File: src/rtl/regbank_arb_pkg.sv
// Shared types and sizing helpers for the register-bank write arbiter.
package regbank_arb_pkg;

    localparam int NREQ_DEF  = 4;
    localparam int DW_DEF    = 8;
    localparam int DEPTH_DEF = 8;

    typedef enum logic [1:0] {
        ST_IDLE   = 2'd0,
        ST_GRANT  = 2'd1,
        ST_COMMIT = 2'd2
    } state_t;

    function automatic int addr_width(input int depth);
        return (depth > 1) ? $clog2(depth) : 1;
    endfunction

    function automatic int idx_width(input int n);
        return (n > 1) ? $clog2(n) : 1;
    endfunction

endpackage

File: src/rtl/rr_priority_picker.sv
// Combinational round-robin picker: first requester at or above ptr wins,
// searching upward with wrap-around.
module rr_priority_picker
    import regbank_arb_pkg::*;
#(
    parameter int NREQ = NREQ_DEF,
    localparam int IW  = idx_width(NREQ)
) (
    input  logic [NREQ-1:0] req,
    input  logic [IW-1:0]   ptr,
    output logic [NREQ-1:0] onehot,
    output logic [IW-1:0]   idx,
    output logic            valid
);

    logic [IW:0]   sum;
    logic [IW-1:0] cand;

    always_comb begin
        onehot = '0;
        idx    = '0;
        valid  = 1'b0;
        sum    = '0;
        cand   = '0;
        for (int i = 0; i < NREQ; i++) begin
            // ptr + i folded back into 0..NREQ-1 without a modulo operator
            sum = {1'b0, ptr} + (IW+1)'(i);
            if (sum >= (IW+1)'(NREQ)) begin
                sum = sum - (IW+1)'(NREQ);
            end
            cand = sum[IW-1:0];
            if (!valid && req[cand]) begin
                valid        = 1'b1;
                onehot[cand] = 1'b1;
                idx          = cand;
            end
        end
    end

endmodule

File: src/rtl/regbank_write_arbiter.sv
// Round-robin write arbiter in front of a shared DEPTH x DW flop bank.
// Each transaction runs IDLE -> GRANT (capture) -> COMMIT (write + ack).
module regbank_write_arbiter
    import regbank_arb_pkg::*;
#(
    parameter int NREQ  = NREQ_DEF,
    parameter int DW    = DW_DEF,
    parameter int DEPTH = DEPTH_DEF,
    localparam int AW   = addr_width(DEPTH),
    localparam int IW   = idx_width(NREQ)
) (
    input  logic                 clock,
    input  logic                 reset,
    input  logic [NREQ-1:0]      req,
    input  logic [NREQ*AW-1:0]   addr,
    input  logic [NREQ*DW-1:0]   wdata,
    output logic [NREQ-1:0]      gnt,
    output logic [NREQ-1:0]      ack,
    output logic                 busy,
    input  logic [AW-1:0]        rd_addr,
    output logic [DW-1:0]        rd_data,
    output state_t               dbg_state
);

    // Handshake: a requester raises req with stable addr/wdata and holds all
    // three until it sees its ack pulse; gnt marks the transaction in flight,
    // and req still high in the ack cycle is arbitrated as a fresh request.

    state_t          state;
    logic [IW-1:0]   ptr;
    logic [IW-1:0]   win;
    logic [AW-1:0]   stage_addr;
    logic [DW-1:0]   stage_data;
    logic [DW-1:0]   bank [DEPTH];

    logic [NREQ-1:0] pick_onehot;
    logic [IW-1:0]   pick_idx;
    logic            pick_valid;

    rr_priority_picker #(
        .NREQ (NREQ)
    ) u_picker (
        .req    (req),
        .ptr    (ptr),
        .onehot (pick_onehot),
        .idx    (pick_idx),
        .valid  (pick_valid)
    );

    always_ff @(posedge clock or posedge reset) begin
        if (reset) begin
            state      <= ST_IDLE;
            gnt        <= '0;
            ack        <= '0;
            ptr        <= '0;
            win        <= '0;
            stage_addr <= '0;
            stage_data <= '0;
            for (int i = 0; i < DEPTH; i++) begin
                bank[i] <= '0;
            end
        end else begin
            ack <= '0;
            case (state)
                ST_IDLE: begin
                    if (pick_valid) begin
                        gnt   <= pick_onehot;
                        win   <= pick_idx;
                        state <= ST_GRANT;
                    end
                end
                ST_GRANT: begin
                    // Captured here, so a withdraw after this edge cannot change the write
                    stage_addr <= addr[int'(win)*AW +: AW];
                    stage_data <= wdata[int'(win)*DW +: DW];
                    state      <= ST_COMMIT;
                end
                ST_COMMIT: begin
                    bank[stage_addr] <= stage_data;
                    ack              <= gnt;
                    gnt              <= '0;
                    ptr              <= (win == IW'(NREQ-1)) ? '0 : win + 1'b1;
                    state            <= ST_IDLE;
                end
                default: begin
                    state <= ST_IDLE;
                    gnt   <= '0;
                end
            endcase
        end
    end

    assign busy      = (state != ST_IDLE);
    assign rd_data   = bank[rd_addr];
    assign dbg_state = state;

endmodule

File: config.mk
export PLATFORM = sky130hd
export DESIGN_NAME = regbank_write_arbiter
export DESIGN_NICKNAME = d
export VERILOG_FILES = /design/src/rtl/regbank_arb_pkg.sv /design/src/rtl/rr_priority_picker.sv /design/src/rtl/regbank_write_arbiter.sv
export SDC_FILE = /design/constraint.sdc
export NUM_CORES = 1
export LEC_CHECK = 0
export ABC_AREA = 1
export CAP_MARGIN = 40
export CORE_AREA = 5 5 97 99
export CTS_BUF_LIST = sky130_fd_sc_hd__clkbuf_4
export DETAILED_ROUTE_END_ITERATION = 6
export DIE_AREA = 0 0 102 104
export HOLD_SLACK_MARGIN = 0.02
export PLACE_DENSITY = 0.89
export SLEW_MARGIN = 30
export SYNTH_ARGS = -nofsm -noshare
export SYNTH_HDL_FRONTEND = slang
export SYNTH_SLANG_ARGS = --single-unit
File: constraint.sdc
create_clock -name clock -period 3.5 [get_ports clock]
set_input_delay 0.875 -clock clock [delete_from_list [all_inputs] [get_ports clock]]
set_output_delay 0.875 -clock clock [all_outputs]
set_load 0.01 [all_outputs]
==> impl_metrics.json <==
{
  "top_layer_used": "met4",
  "syn_nets": 621,
  "ant_nets": 0,
  "worst_ep_required_time_ns": 2.62,
  "multi_input_area_um2": 2050,
  "route.detailed.drc": 0,
  "worst_ep_arrival_time_ns": 2.44,
  "die_h_um": 104,
  "clk_latency_ns": 0.45,
  "setup_violations": 0,
  "via_count": 4160,
  "syn-cell-area_um2": 4580,
  "drt_iter0_drc": 313,
  "numClockSinks": 89,
  "synthTopCellsByCount": "nand2_1 (116), o21ai_0 (95), dfrtp_1 (89)",
  "crit_chain": "clkdlybuf4s50_1, buf_4, buf_4, a21oi_1, o21ai_0, a31oi_1, dlygate4sd2_1",
  "final-max-slew-violation-count": 0,
  "rr_startpoint": "ptr[0]$_DFFE_PP0P_",
  "root_buffer": "clkbuf_4",
  "io_buffers": 71,
  "grt_pass1_vias": 3968,
  "dp_slack_ns": -0.121,
  "yosys.area.top_type_share_pct": 48.6,
  "worst_pin_slew_ns": 0.674,
  "finish.utilization_pct": 66.1,
  "synth_seq_cells": 89,
  "rsz0062_at_grt": "no",
  "dieWidth_um": 102,
  "rows": 34,
  "synth_ff_type": "dfrtp_1",
  "grt_max_degree": 46,
  "cts_setup_buffers": 0,
  "cp_top_family": "buffers and inverters",
  "fmax_mhz": 302,
  "hpwl_mm": 8.29,
  "p_total_uw": 4420,
  "routed_wl_mm": 11.3,
  "via_per_inst": 5.62,
  "wl_met2_mm": 5.43,
  "hold_path.class": "flip-flop to flip-flop",
  "p_leak_uw": 0.00257,
  "cts_tree": "built",
  "cts_made_buffers": 9,
  "syn_to_final_growth_pct": 22.1,
  "max_slew_margin_pct": 54.9,
  "finalSetupTns_ns": 0,
  "end_kind": "output pin",
  "worst_hold_slack_ns": 0.500,
  "period_minus_slack_ns": 3.31,
  "antenna_found_initial": 1,
  "gp_congestion": 0.887,
  "wl_met3_um": 855,
  "path_clk_slew_ns": 0.15,
  "synth-edff-count": 0,
  "globalRouteTotalUtil_pct": 21.7,
  "grt-ovfl-total": 0,
  "startpoint": "rd_addr[0]",
  "status": "finished clean",
  "yosys-top-cells-area": "dfrtp_1 (49%), o21ai_0 (10%), nand2_1 (9.5%), nor2_1 (5.6%), inv_1 (3.4%)",
  "core_region_area_um2": 8470,
  "layout_worst_path_cycle_share_pct": 94.7,
  "worstSetupPathType": "primary input to output pin",
  "max-cap-violations": 0,
  "avgSynthCellArea_um2": 8.19,
  "grt_pass1_wl_mm": 18.6,
  "dieArea_um2": 10600,
  "fin_nets": 687,
  "synthMostInstantiatedCell": "nand2_1",
  "cpMostUsedCell": "buf_4",
  "hold_violations": 0,
  "skew_ns": 0.0196,
  "irDropWorstVdd_v": 0.000456,
  "start_util_pct": 54.2,
  "yosysUniqueCellTypes": 32,
  "met1Wirelength_mm": 4.90,
  "ys_async_sr_fraction_pct": 100,
  "register_area_um2": 2230,
  "drt-wirelength-per-cell_um": 15.3,
  "ys_seq_area_share_pct": 48.6,
  "crit_path_start_kind": "primary input",
  "cp.buffers_inverters": 4,
  "drive_gt1_share_pct": 8.72,
  "syn_inst": 560,
  "path_max_fanout": 16,
  "clock_path_buffers": 2,
  "yosysWarnings": 0,
  "cp_slowest_cell": "clkdlybuf4s50_1",
  "ios": 72,
  "fill_cells": 670,
  "finalWorstSetupSlack_ns": 0.187,
  "h-tree-depth": 3,
  "yosysTopAreaCell": "dfrtp_1",
  "hp-start": "bank[43]$_DFFE_PP0P_",
  "dr.pass1.iters": 5,
  "slowest_delay_ns": 0.44,
  "powerDensity_nw_per_um2": 790
}
timing repair:
action / 4_1_cts / 5_1_grt
resized for setup: 6 / 4
hold buffers: 0 / 0
hold endpoints to repair: 0 / 0
setup endpoints to repair: 8 / 3
cell type report:
| cell class | instances | area share, % |
|---|---|---|
| diodes | 1 | 0.0447 |
| clock buffers | 9 | 1.21 |
| clock inverters | 7 | 1.81 |
| inverters | 47 | 3.24 |
| multi-input cells | 396 | 36.6 |
| flip-flops and latches | 89 | 39.8 |
| well taps | 108 | 2.42 |
| repair buffers | 83 | 14.8 |
per-layer routing:
layer,vias to the layer above,GRT usage [%]
li1,2011,-
met1,1971,29.9
met2,163,34.3
met3,15,5.03
met4,0,6.00
met5,-,0
registers in the layout (all words and copies together) (netlist names):
register,count
bank,64
ack,4
dbg_state,2
stage_data,8
stage_addr,3
gnt,4
ptr,2
win,2
where the power goes:
group	internal [µW]	total [µW]	switching [µW]
clock	297	667	370
sequential	1460	1800	335
combinational	717	1960	1240
total	2480	4420	1940
placed cells by master, fill, tap and decap left out, types with 8 or more instances in the layout:
master,synthesis,final
nand2_1,116,116
o21ai_0,95,95
dfrtp_1,89,89
nor2_1,69,69
clkdlybuf4s50_1,0,63
inv_1,42,40
a21oi_1,19,19
nand3_1,15,15
o32ai_1,11,11
clkbuf_4,0,9
buf_4,0,9
o211ai_1,8,8
mux2i_1,8,8
o22ai_1,8,8
a31oi_1,8,8
ha_1,8,8
worst reg2reg max path, delay by kind of cell (launching register included):
family	cells	cell delay, ns
DFF	1	0.62
adders and majority gates	1	0.39
and+or+nand+nor	6	0.78
buffers and inverters	3	0.32
AOI/OAI and AO/OA	1	0.08
final timing paths:
kind | to | slack, ns | cells after the start
max in group asynchronous | stage_addr[1]$_DFFE_PP0N_ | 2.39 | 3
hold reg to reg | bank[43]$_DFFE_PP0P_ | 0.50 | 2
min in group asynchronous | bank[19]$_DFFE_PP0P_ | 0.65 | 2
hold / removal | bank[43]$_DFFE_PP0P_ | 0.50 | 2
setup reg to reg | win[1]$_DFFE_PP0P_ | 1.23 | 11
setup / recovery | rd_data[4] | 0.19 | 7
stage by stage:
step | instances | instance area, µm²
3_5_place_dp | 722 | 5400
6_report | 740 | 5600
5_1_grt | 740 | 5600
3_3_place_gp | 722 | 5400
2_1_floorplan | 560 | 4580
4_1_cts | 738 | 5560
kinds of logic (layout without fill, tap and decap cells):
| logic type | count (synthesis) | after routing | synth area share (%) |
|---|---|---|---|
| AO/OA/AOI/OAI | 159 | 159 | 19.8 |
| flip-flops | 89 | 89 | 48.6 |
| buffers and inverters | 75 | 146 | 6.71 |
| adder cells (fa/ha/maj) | 8 | 8 | 2.18 |
| other | 0 | 1 | 0 |
| multiplexers | 8 | 8 | 1.75 |
| AND/OR/NAND/NOR | 221 | 221 | 21.0 |
No activity file was read; power rests on OpenSTA's default activity.
